--- config.mk ---
export PLATFORM = sky130hd
export DESIGN_NAME = systolic_controller
export DESIGN_NICKNAME = d
export VERILOG_FILES = /design/src/rtl/tpu_pkg.sv /design/src/rtl/systolic_controller.sv
export SDC_FILE = /design/constraint.sdc
export NUM_CORES = 1
export LEC_CHECK = 0
export CELL_PAD_IN_SITES_DETAIL_PLACEMENT = 0
export CELL_PAD_IN_SITES_GLOBAL_PLACEMENT = 1
export CORE_MARGIN = 8
export CORE_UTILIZATION = 31
export CTS_BUF_LIST = sky130_fd_sc_hd__clkbuf_8 sky130_fd_sc_hd__clkbuf_16
export DETAILED_ROUTE_END_ITERATION = 8
export GPL_ROUTABILITY_DRIVEN = 0
export PLACE_DENSITY = 0.87
export SYNTH_ARGS = -nofsm -noshare
export SYNTH_HDL_FRONTEND = slang
export SYNTH_SLANG_ARGS = --single-unit
--- constraint.sdc ---
create_clock -name clk -period 2.15 [get_ports clk]
set_input_delay 0.645 -clock clk [delete_from_list [all_inputs] [get_ports clk]]
set_output_delay 0.645 -clock clk [all_outputs]
set_load 0.05 [all_outputs]
--- src/rtl/tpu_pkg.sv ---
// Shared definitions for the systolic array sequencer: state encoding,
// operand-select codes and the skewed feed schedule.
package tpu_pkg;

  typedef enum logic [2:0] {
    ST_IDLE,
    ST_CLEAR,
    ST_FEED,
    ST_DRAIN,
    ST_CAPTURE
  } state_t;

  localparam logic [1:0] SEL_OP0  = 2'd0;
  localparam logic [1:0] SEL_OP1  = 2'd1;
  localparam logic [1:0] SEL_ZERO = 2'd2;

  localparam int FEED_STEPS = 3;

  typedef struct packed {
    logic [1:0] a0;
    logic [1:0] a1;
    logic [1:0] b0;
    logic [1:0] b1;
  } sel_t;

  localparam sel_t SEL_ALL_ZERO = '{SEL_ZERO, SEL_ZERO, SEL_ZERO, SEL_ZERO};

  // Row/column 1 lag row/column 0 by one step to form the diagonal wavefront.
  function automatic sel_t feed_sel(input logic [1:0] step);
    sel_t s;
    s = SEL_ALL_ZERO;
    case (step)
      2'd0: s = '{SEL_OP0,  SEL_ZERO, SEL_OP0,  SEL_ZERO};
      2'd1: s = '{SEL_OP1,  SEL_OP0,  SEL_OP1,  SEL_OP0};
      2'd2: s = '{SEL_ZERO, SEL_OP1,  SEL_ZERO, SEL_OP1};
      default: s = SEL_ALL_ZERO;
    endcase
    return s;
  endfunction

endpackage

--- src/rtl/systolic_controller.sv ---
// Sequencer for the 2x2 systolic array: clear / feed / drain / capture
// schedule driven by a one-cycle start, with result holding registers.
module systolic_controller
  import tpu_pkg::*;
#(
  parameter int ACC_WIDTH = 16
) (
  input  logic                        clk,
  input  logic                        rst,
  input  logic                        start,
  input  logic                        transpose_in,
  input  logic                        activation_in,
  input  logic                        accumulate,
  output logic                        busy,
  output logic                        done,
  output logic [1:0]                  a0_sel,
  output logic [1:0]                  a1_sel,
  output logic [1:0]                  b0_sel,
  output logic [1:0]                  b1_sel,
  output logic                        clear,
  output logic                        transpose,
  output logic                        activation,
  input  logic signed [ACC_WIDTH-1:0] c00_in,
  input  logic signed [ACC_WIDTH-1:0] c01_in,
  input  logic signed [ACC_WIDTH-1:0] c10_in,
  input  logic signed [ACC_WIDTH-1:0] c11_in,
  output logic signed [ACC_WIDTH-1:0] result00,
  output logic signed [ACC_WIDTH-1:0] result01,
  output logic signed [ACC_WIDTH-1:0] result10,
  output logic signed [ACC_WIDTH-1:0] result11,
  output logic                        result_valid
);

  localparam logic [1:0] LAST_STEP = 2'(FEED_STEPS - 1);

  state_t                      r_state, w_next;
  logic [1:0]                  r_step;
  logic                        r_transpose, r_activation, r_accum;
  logic                        r_done, r_valid;
  logic signed [ACC_WIDTH-1:0] r_res00, r_res01, r_res10, r_res11;
  logic                        w_accept;
  sel_t                        w_sel;

  assign w_accept = start && (r_state == ST_IDLE);

  // State register plus step counter and latched command fields
  always_ff @(posedge clk) begin
    if (rst) begin
      r_state      <= ST_IDLE;
      r_step       <= 2'd0;
      r_transpose  <= 1'b0;
      r_activation <= 1'b0;
      r_accum      <= 1'b0;
      r_done       <= 1'b0;
      r_valid      <= 1'b0;
      r_res00      <= '0;
      r_res01      <= '0;
      r_res10      <= '0;
      r_res11      <= '0;
    end else begin
      r_state <= w_next;
      r_step  <= (r_state == ST_FEED) ? r_step + 2'd1 : 2'd0;
      r_done  <= (r_state == ST_CAPTURE);
      if (w_accept) begin
        r_transpose  <= transpose_in;
        r_activation <= activation_in;
        r_accum      <= accumulate;
        r_valid      <= 1'b0;
      end
      if (r_state == ST_CAPTURE) begin
        r_res00 <= c00_in;
        r_res01 <= c01_in;
        r_res10 <= c10_in;
        r_res11 <= c11_in;
        r_valid <= 1'b1;
      end
    end
  end

  always_comb begin
    w_next = r_state;
    case (r_state)
      ST_IDLE:    if (start) w_next = ST_CLEAR;
      ST_CLEAR:   w_next = ST_FEED;
      ST_FEED:    if (r_step == LAST_STEP) w_next = ST_DRAIN;
      ST_DRAIN:   w_next = ST_CAPTURE;
      ST_CAPTURE: w_next = ST_IDLE;
      default:    w_next = ST_IDLE;
    endcase
  end

  // Zero selects outside FEED flush the PE pipeline registers
  always_comb begin
    w_sel = SEL_ALL_ZERO;
    busy  = (r_state != ST_IDLE);
    clear = (r_state == ST_CLEAR) && !r_accum;
    if (r_state == ST_FEED) w_sel = feed_sel(r_step);
  end

  assign a0_sel       = w_sel.a0;
  assign a1_sel       = w_sel.a1;
  assign b0_sel       = w_sel.b0;
  assign b1_sel       = w_sel.b1;
  assign done         = r_done;
  assign transpose    = r_transpose;
  assign activation   = r_activation;
  assign result00     = r_res00;
  assign result01     = r_res01;
  assign result10     = r_res10;
  assign result11     = r_res11;
  assign result_valid = r_valid;

endmodule

; ---- Word level (Yosys, flattened, before mapping)
; Cells that the tools add are included.
[word_totals]
regBits = 74
word_cells = 37
[op_classes]
bitwise_logic = 1
mux = 7
add_sub_neg = 1
n_reduce_logical = 9
eq_ne = 8
[op_table]
columns = cell, n
row1 = $pmux 8 s3, 1
row2 = $pmux 3 s4, 1
row3 = $mux 8, 1
row4 = $eq 3x2->1 const B, 2
row5 = $mux 3, 2
row6 = $ne 2x2->1 const B, 2
row7 = $eq 3x1->1 const B, 1
row8 = $eq 3x3->1 const B, 1
row9 = $logic_not 3->1, 1
row10 = $reduce_bool 3->1, 1
row11 = $add 2x1->2 const B, 1
row12 = $eq 2x1->1 const B, 1
row13 = $eq 2x2->1 const B, 1
row14 = $logic_and 1x1->1, 2
row15 = $logic_not 2->1, 1
row16 = $mux 1, 2
row17 = $reduce_and 2->1, 1
row18 = $reduce_bool 2->1, 1
row19 = $reduce_or 2->1, 1
row20 = $logic_not 1->1, 1
row21 = $not 1->1, 1

; ---- Logic depth before layout (Yosys ltp)
; Gate-level depths: netlist (run 1).
[depth]
word_depth = 4
mapped_depth = 5

; ---- Worst setup path before layout (run 1)
; Ideal clock, no wire load.
[synth_path]
path_kind = flip-flop to output port
startpoint = reg r_state[0]
endpoint = out clear
arrival_time_ns = 2.127
stages_incl_launch_ff = 3
t_required_ns = 1.505
path_buffers = 1
path_slack_ns = -0.622
cell_sequence = dfxtp_1 > buf_2 > nor4b_1
[synth_between]
elab_chain_len = 2
[synth_lines]
columns = item, line_no
row1 = start: declaration, systolic_controller.sv:36  ; state_t r_state, w_next;
row2 = start signal: assignment, systolic_controller.sv:61  ; r_state <= w_next;
row3 = $eq 3x1->1, systolic_controller.sv:96  ; clear = (r_state == ST_CLEAR) && !r_accum;
row4 = $logic_and 1x1->1, systolic_controller.sv:96
row5 = end: declaration, systolic_controller.sv:20  ; output logic clear,
; Every way passes these cells.

; ---- Final worst setup path (run 1)
[layout_path]
startpoint = reg r_state[0]
endpoint = out b0_sel[1]
[layout_between]
elab_chain_len = 2
[layout_lines]
columns = item, line_no
row1 = $eq 3x2->1, systolic_controller.sv:97  ; if (r_state == ST_FEED) w_sel = feed_sel(r_step);
row2 = $mux 8, systolic_controller.sv:97
row3 = end: declaration, systolic_controller.sv:18  ; output logic [1:0] b0_sel,
; Every way passes these cells.

==> results of run 1 <==
==> synthesized netlist by cell type, types with 2 or more instances <==
cell / instances / share of area
inv_1: 3 / 0.0033
and3_1: 2 / 0.0037
or3_1: 2 / 0.0037
ha_1: 4 / 0.015
dfxtp_1: 74 / 0.44
buf_4: 8 / 0.018
clkbuf_1: 14 / 0.015
buf_6: 5 / 0.017
nor3_1: 3 / 0.0044
nand2b_1: 135 / 0.25
mux2i_1: 68 / 0.20
buf_2: 2 / 0.0029
==> worst max-delay path, cell delays in order, from the launching register on <==
cell,delay [ps]
dfxtp_2,320
or3b_4,400
or3_4,360
buf_8,160
==> worst min path at each step <==
| stage | to | slack, ps | cells past startpoint |
|---|---|---|---|
| global route | result10[15] | 490 | 2 |
| floorplan | r_step[0] | 460 | 1 |
| global placement | result10[7] | 460 | 2 |
| CTS | result00[0] | 480 | 2 |
| finish | result01[4] | 470 | 2 |
| detailed placement | result01[10] | 460 | 2 |
==> power by group through the flow <==
stage	clock, mW	sequential (mW)	combinational, mW
2_1_floorplan	0	1.47	0.197
3_3_place_gp	0	1.43	0.431
3_5_place_dp	0	1.43	0.436
4_1_cts	1.14	1.40	0.448
5_1_grt	1.19	1.40	0.476
6_report	1.08	1.40	0.445
==> kinds of logic (layout without fill, tap and decap cells) <==
group                      count (synthesis)  after routing  share of synthesized area
and+or+nand+nor                          151            151                     0.2877
DFF                                       74             74                     0.4361
muxes                                     68             68                     0.2004
buffers and inverters                     32            175                    0.05598
adders and majority gates                  4              4                    0.01473
AOI/OAI and AO/OA                          1              1                   0.002579
xor gates and xnor gates                   1              1                   0.002579
==> metrics by stage <==
step	util	worst slack, ps	power [mW]	hold slack (ps)	TNS (ps)
6_report	0.4801	-77.83	2.930	472.1	-233.3
5_1_grt	0.4801	-133.1	3.067	489.6	-488.3
4_1_cts	0.4775	-97.25	2.984	476.3	-318.9
3_5_place_dp	0.4554	227.2	1.867	460.6	0
3_3_place_gp	0.4554	244.5	1.862	456.9	0
2_1_floorplan	-	11.24	1.669	455.0	0
==> registers in the layout, indices dropped and copies added, names as in the netlist <==
| signal | count |
|---|---|
| r_step | 2 |
| result01 | 16 |
| transpose | 1 |
| result11 | 16 |
| done | 1 |
| r_state | 3 |
| result00 | 16 |
| r_accum | 1 |
| activation | 1 |
| result_valid | 1 |
| result10 | 16 |
==> metal layers <==
metal,GRT usage,up-vias,part of all wire
li1,-,1334,-
met3,0.04569,11,0.083
met2,0.1768,87,0.46
met1,0.1334,1197,0.44
met4,0.05543,0,0.014
met5,0,-,0
==> area by class of cell <==
cell class	count	share of cell area
tap	140	0.03396
multi-input combinational	225	0.3403
sequential	74	0.2881
clock inverter	5	0.008974
inverter	3	0.002183
clock buffer	11	0.02935
timing repair buffer	156	0.2971
==> repair_timing <==
action,CTS,global route
buffers inserted,3,0
setup endpoints to repair,20,13
pin swaps,2,1
resized for setup,29,9
==> summary.txt, run 1 <==
status - finished with violations
failing checks - negative setup slack
area grow syn2layout - 51.86%
most common cell after layout, fill and taps aside - nand2b_1
IR drop worst, VDD - 0.2992 mV
Post-DP HPWL - 6131 um
Slew @ Worst Pin - 520.9 ps
Fill cells - 1,030
H-tree depth - 3
crit path time final - 2228 ps
nets - 543
YS warnings - 0
Worst-Skew Late Latency - 340 ps
hold-fix buffers at CTS - 0
#FFs+latches synth - 74
global-route wire length before repair - 13,450 um
DRT antenna net count - 0
commonest cells after routing, fill and taps aside - nand2b_1 (135), dfxtp_1 (70), mux2i_1 (68), clkdlybuf4s50_1 (68), buf_4 (50)
Worst Min Path Start - result01[4]
detailed-router iteration count before antenna repair - 4
critical path class - reg2out
f_max - 448.9 MHz
combinational share of power - 0.152
maximum number of pins on one net before global-route repair - 67
Slew Limit Fails - 0
pwr dens - 568.0 mW/mm2
max-cap check violation count - 0
clock skew - 8.957 ps
CTS Buf Count - 9
CP Capture Point - b0_sel[1]
vias per cell - 4.282
layout cell share with drive strength beyond 1 - 0.1920
main flop type after synthesis - dfxtp_1
port bufs - 147
register area - 0.001486 mm2
r2r setup slk - 600 ps
clock share of power - 0.370
vias - 2,629
Max FO, Critical Path - 4
die width - 120.7 um
Layout Cells excl Fill - 614
RSZ-0062 raised after global routing - yes
Setup crit start - r_state[0]
Post-synth ARST share - 0
endpoints failing setup - 4
Core ar. - 0.01075 mm2
final hold vios - 0
DIE HEIGHT - 120.7 um
Psw - 0.6991 mW
crit end category - primary output
Mean Syn Cell Area - 10.26 um2
sequential area share after synthesis - 0.4361
Startpoint Class - register
R2R cell count - 5
Flop pwr share - 0.478
final wirelength - 8498 um
worst r2r src - r_state[2]
Yosys cell types - 23
initial antenna violation count - 0
vias in the first global route - 2,690
r2r endpoint - result11[5]
WP data required - 1500 ps
clock sink total - 74
Ant. Diodes - 0
P_leak - 2.133 nW
Die ar. - 0.01456 mm2
Bufs on Longest Clock Path - 2
period utilisation layout - 1.036
TritonCTS clock tree - yes
Setup WS post-layout - -77.83 ps
Multi-input gate area - 0.001755 mm2
Cells after Synth - 331
WL/cell - 13.84 um
GRT Residual Overflow - 0
Starting Density - 0.3161
CTS clk-pin slew, worst paths - 70 ps
DRC - 0
Area after DPL - 0.004893 mm2
row count - 38
overall routing resource usage - 0.1136
clk root buf - clkbuf_8
Cells after DPL - 595
Final Instance Area - 0.005159 mm2
CP Data Arrival Time - 1580 ps
HP Class - reg2reg
relative slew slack - 0.6522
Cell Area, Synth - 0.003397 mm2
synthesized net count - 405
sw frac - 0.2386
Ports - 148
initial drt markers - 107
EDFF count, synth - 0
cell-internal power - 2.231 mW
Power figures use the tool's default switching activity.
==> run 2: changes to the inputs <==
Settings changed: MAX_ROUTING_LAYER from default to met4, REMOVE_ABC_BUFFERS from default to 1.
==> run 2 against run 1 <==
Against the previous run: the flow still finishes with violations (negative setup slack); register-to-register slack gained 120 ps; wire length increased by 0.32%; clock power shrank 14%; cell count is 0.16% lower; design area down 1.9%; flip-flop and latch count did not move; global-route usage increased by 0.43 points; utilization is 0.93 points lower; first-iteration DRC count down 29%; worst setup slack better by 2.2 ps; non-clock buffer count fell by 1; via count grew 0.34%; largest power group unchanged.
==> summary.txt, run 2 (same netlist as run 1, synthesis figures left out) <==
H-tree depth - 3 (unchanged)
HP Class - reg2reg
Starting Density - 0.3161 (unchanged)
P_leak - 2.007 nW (-5.9%)
vias per cell - 4.303 (+0.51%)
Layout Utilization - 0.4708 (-0.009315)
Setup WS post-layout - -75.68 ps (+2.155 ps)
max-cap check violation count - 0 (unchanged)
GR Layer Usage met1 - 0.1225 (-0.01099)
CP Data Arrival Time - 1580 ps (about the same)
Multi-input gate area - 0.001733 mm2 (-1.3%)
CTS clk-pin slew, worst paths - 80 ps (about the same)
Slew Limit Fails - 0 (unchanged)
Ant. Diodes - 0 (unchanged)
clk root buf - clkbuf_8
WL/cell - 13.91 um (+0.48%)
port bufs - 147 (unchanged)
overall routing resource usage - 0.1179 (+0.004285)
DIE HEIGHT - 120.7 um (unchanged)
Startpoint Class - register
row count - 38 (unchanged)
RSZ-0062 raised after global routing - yes
vias in the first global route - 2,670 (-0.74%)
commonest cells after routing, fill and taps aside - nand2b_1 (135), dfxtp_1 (72), clkdlybuf4s50_1 (69), mux2i_1 (68), buf_4 (54)
final wirelength - 8525 um (+0.32%)
TritonCTS clock tree - yes
critical path class - reg2out
total negative slack - -243.0 ps (-9.709 ps)
Setup WS pre-CTS - 223.5 ps (-3.672 ps)
nets - 542 (-0.18%)
status - finished with violations
Slew @ Worst Pin - 502.5 ps (-18.36 ps)
crit path time final - 2226 ps (-2.155 ps)
Max stage delay on crit path - 410 ps (about the same)
clock sink total - 74 (unchanged)
met2 Use GR - 0.1994 (+0.02258)
Fill cells - 1,039 (+0.87%)
slowest stage cell, crit path - or3b_4
Ports - 148 (unchanged)
DRT antenna net count - 0 (unchanged)
CTS Buf Count - 9 (unchanged)
DRC - 0 (unchanged)
initial antenna violation count - 0 (unchanged)
IR drop worst, VDD - 0.2597 mV (-13%)
f_max - 449.3 MHz (about the same)
die width - 120.7 um (unchanged)
Max FO, Critical Path - 4 (unchanged)
pwr dens - 546.0 mW/mm2 (-3.9%)
layout cell share with drive strength beyond 1 - 0.1860 (-0.005937)
Final Instance Area - 0.005059 mm2 (-1.9%)
WP data required - 1500 ps (about the same)
relative slew slack - 0.6644 (+0.01226)
final hold vios - 0 (unchanged)
Bufs on Longest Clock Path - 2 (unchanged)
CP cell instances - or3b_4 > or3_4 > buf_6
clock skew - 8.290 ps (-0.6669 ps)
detailed-router iteration count before antenna repair - 4 (unchanged)
crit end category - primary output
Top Usage Layer GRT - met2
initial drt markers - 76 (-29%)
GRT met3 Usage - 0.03963 (-0.006061)
failing checks - negative setup slack
maximum number of pins on one net before global-route repair - 142 (+110%)
GRT Residual Overflow - 0 (unchanged)
Post-DP HPWL - 6184 um (+0.86%)
global-route wire length before repair - 13,460 um (about the same)
Area after DPL - 0.004877 mm2 (-0.33%)
endpoints failing setup - 4 (unchanged)
register area - 0.001484 mm2 (-0.17%)
Die ar. - 0.01456 mm2 (unchanged)
Hold WS - 470.4 ps (-1.713 ps)
vias - 2,638 (+0.34%)
most common cell after layout, fill and taps aside - nand2b_1
period utilisation layout - 1.035 (about the same)
Core ar. - 0.01075 mm2 (unchanged)
Worst-Skew Late Latency - 340 ps (about the same)
area grow syn2layout - 48.91%
run 2: where the power goes:
part | internal, mW | total, mW | switching (mW) | leakage [nW]
sequential | 1.39 | 1.40 | 0.0105 | 0.598
clock | 0.433 | 0.927 | 0.494 | 0.0996
combinational | 0.246 | 0.435 | 0.189 | 1.31
total | 2.07 | 2.76 | 0.694 | 2.01
run 2: critical path: cells and delay by family (launching register included):
family / cells / cell delay [ps]
DFF: 1 / 320
buffers and inverters: 1 / 170
and+or+nand+nor: 2 / 770
run 2: final timing paths:
check | start | end | slack, ps | cells past startpoint
min reg2reg | result00[15] | result00[15] | 470 | 2
max reg2reg | r_state[2] | result01[2] | 720 | 4
min | result00[15] | result00[15] | 470 | 2
max | r_state[2] | b0_sel[1] | -80 | 3
run 2: cell type report:
class / count / area share
Sequential cell: 74 / 0.2933
Clock inverter: 6 / 0.005194
Timing Repair Buffer: 155 / 0.2948
Clock buffer: 10 / 0.02721
Multi-Input combinational cell: 225 / 0.3426
Inverter: 3 / 0.002226
Tap cell: 140 / 0.03463
run 2: stage by stage:
stage / total power, mW / std cells
final: 2.762 / 613
after global routing: 2.908 / 613
after CTS: 2.818 / 613
after detailed placement: 1.864 / 596
after global placement: 1.856 / 596
after floorplan: 1.630 / 302
run 2: repair_timing:
item | CTS | global route
resized for setup | 24 | 3
setup buffers | 1 | 0
cloned | 0 | 0
hold buffers | 0 | 0
endpoints found under the setup margin | 21 | 5
run 2: layer usage:
| layer | up-vias | share of wire |
|---|---|---|
| met5 | - | 0 |
| met4 | 0 | 0.017 |
| met3 | 9 | 0.064 |
| met2 | 76 | 0.51 |
| met1 | 1213 | 0.41 |
| li1 | 1340 | - |
==> run 3: changes to the inputs <==
Settings changed: GPL_TIMING_DRIVEN from default to 0, SETUP_SLACK_MARGIN from default to 0.1.
==> run 3 against run 2 <==
Against the previous run: the flow still finishes with violations (negative setup slack); worst hold slack got worse by 20 ps; clock skew fell by 1.3 ps; sequential power barely moved; critical path type unchanged; critical endpoint unchanged; first-iteration DRC count grew 9.2%; non-clock buffer count grew 13; power rose by 0.17%; utilization up 1.2 points; wire length rose by 5.4%; flip-flop and latch count stayed put.
==> summary.txt, run 3 (same netlist as run 1, synthesis figures left out) <==
vias - 2,682 (+1.7%)
RSZ-0062 raised after global routing - yes
H-tree depth - 3 (unchanged)
relative slew slack - 0.3727 (-0.2918)
CTS Buf Count - 9 (unchanged)
vias in the first global route - 2,825 (+5.8%)
max-cap check violation count - 0 (unchanged)
crit end category - primary output
CP cell instances - or3b_4 > or3_4 > buf_8
critical path class - reg2out
Ports - 148 (unchanged)
clock skew - 7.012 ps (-1.278 ps)
GRT met3 Usage - 0.03170 (-0.007925)
total negative slack - -392.8 ps (-149.9 ps)
Fill cells - 1,043 (+0.38%)
WL/cell - 14.42 um (+3.7%)
failing checks - negative setup slack
TritonCTS clock tree - yes
overall routing resource usage - 0.1254 (+0.007495)
vias per cell - 4.305 (about the same)
Die ar. - 0.01456 mm2 (unchanged)
Multi-input gate area - 0.001743 mm2 (+0.58%)
met2 Use GR - 0.2122 (+0.01285)
hold-fix buffers at CTS - 0 (unchanged)
Starting Density - 0.3161 (unchanged)
Setup WS pre-CTS - -584.4 ps (-807.9 ps)
Post-DP HPWL - 6413 um (+3.7%)
f_max - 437.8 MHz (-2.5%)
Ant. Diodes - 0 (unchanged)
clock sink total - 74 (unchanged)
Bufs on Longest Clock Path - 2 (unchanged)
Final Instance Area - 0.005187 mm2 (+2.5%)
layout cell share with drive strength beyond 1 - 0.1118 (-0.07425)
commonest cells after routing, fill and taps aside - nand2b_1 (135), dfxtp_1 (70), mux2i_1 (68), clkdlybuf4s50_1 (68), dlygate4sd2_1 (68)
final hold vios - 0 (unchanged)
HP Class - reg2reg
slowest stage cell, crit path - or3_4
pwr dens - 533.3 mW/mm2 (-2.3%)
row count - 38 (unchanged)
nets - 555 (+2.4%)
DRT antenna net count - 0 (unchanged)
GRT Residual Overflow - 0 (unchanged)
DIE HEIGHT - 120.7 um (unchanged)
clk root buf - clkbuf_8
GR Layer Usage met1 - 0.1348 (+0.01231)
Cells after DPL - 594 (-0.34%)
WP data required - 1500 ps (about the same)
final wirelength - 8985 um (+5.4%)
Core ar. - 0.01075 mm2 (unchanged)
Max FO, Critical Path - 6 (+2)
IR drop worst, VDD - 0.2914 mV (+12%)
worst r2r src - r_state[0]
initial antenna violation count - 0 (unchanged)
die width - 120.7 um (unchanged)
status - finished with violations
Max stage delay on crit path - 400 ps (about the same)
CP Data Arrival Time - 1640 ps (+60 ps)
Slew @ Worst Pin - 941.0 ps (+438.4 ps)
most common cell after layout, fill and taps aside - nand2b_1
port bufs - 147 (unchanged)
global-route wire length before repair - 14,170 um (+5.3%)
period utilisation layout - 1.062 (+0.02708)
Layout Cells excl Fill - 623 (+1.6%)
detailed-router iteration count before antenna repair - 4 (unchanged)
initial drt markers - 83 (+9.2%)
crit path time final - 2284 ps (+58.22 ps)
endpoints failing setup - 4 (unchanged)
maximum number of pins on one net before global-route repair - 142 (unchanged)
register area - 0.001494 mm2 (+0.67%)
DRC - 0 (unchanged)
Design Power - 2.766 mW (+0.17%)
Area after DPL - 0.004950 mm2 (+1.5%)
Top Usage Layer GRT - met2
CTS clk-pin slew, worst paths - 70 ps (about the same)
area grow syn2layout - 52.71%
Slew Limit Fails - 0 (unchanged)
Worst-Skew Late Latency - 340 ps (about the same)
Setup crit start - r_state[2]
Setup WS post-layout - -133.9 ps (-58.22 ps)
Startpoint Class - register
P_leak - 2.181 nW (+8.7%)
Worst Min Path Start - r_step[0]
run 3: worst max-delay path: cells and delay by family, from the launching register on:
| family | cells | cell delay, ps |
|---|---|---|
| simple gates | 2 | 780 |
| flops | 1 | 360 |
| buf+inv | 1 | 160 |
run 3: per-layer routing:
| metal | up-vias | wire length (um) |
|---|---|---|
| met5 | - | 0 |
| met4 | 0 | 131 |
| li1 | 1354 | - |
| met2 | 75 | 4687 |
| met3 | 9 | 516 |
| met1 | 1244 | 3650 |
run 3: path summary, 6_finish.rpt:
check        cells after the start  slack, ps          end
min                              1        450    r_step[0]
max                              3       -130    b0_sel[1]
min reg2reg                      1        450    r_step[0]
max reg2reg                      8        390  result10[1]
run 3: power breakdown:
part	leakage [nW]	switching, mW	internal [mW]
registers	0.600	0.0106	1.39
logic	1.49	0.191	0.245
clock network	0.0897	0.476	0.456
total	2.18	0.678	2.09
run 3: area by class of cell:
cell class	instances	area share
clock buffer	11	0.02918
timing repair buffer	168	0.3095
multi-input combinational	225	0.3360
sequential	74	0.2880
inverter	3	0.002171
clock inverter	2	0.001447
tap	140	0.03377
run 3: stage by stage:
| stage | hold WS, ps | utilization |
|---|---|---|
| after CTS | 447.9 | 0.4743 |
| after global placement | 457.6 | 0.4527 |
| after detailed placement | 461.3 | 0.4606 |
| after floorplan | 448.4 | - |
| final | 450.7 | 0.4828 |
| after global routing | 480.1 | 0.4828 |
run 3: timing repair:
action	CTS	global route
endpoints found under the setup margin	78	17
gates resized for setup	139	15
setup buffers	9	7
pin swaps	0	4
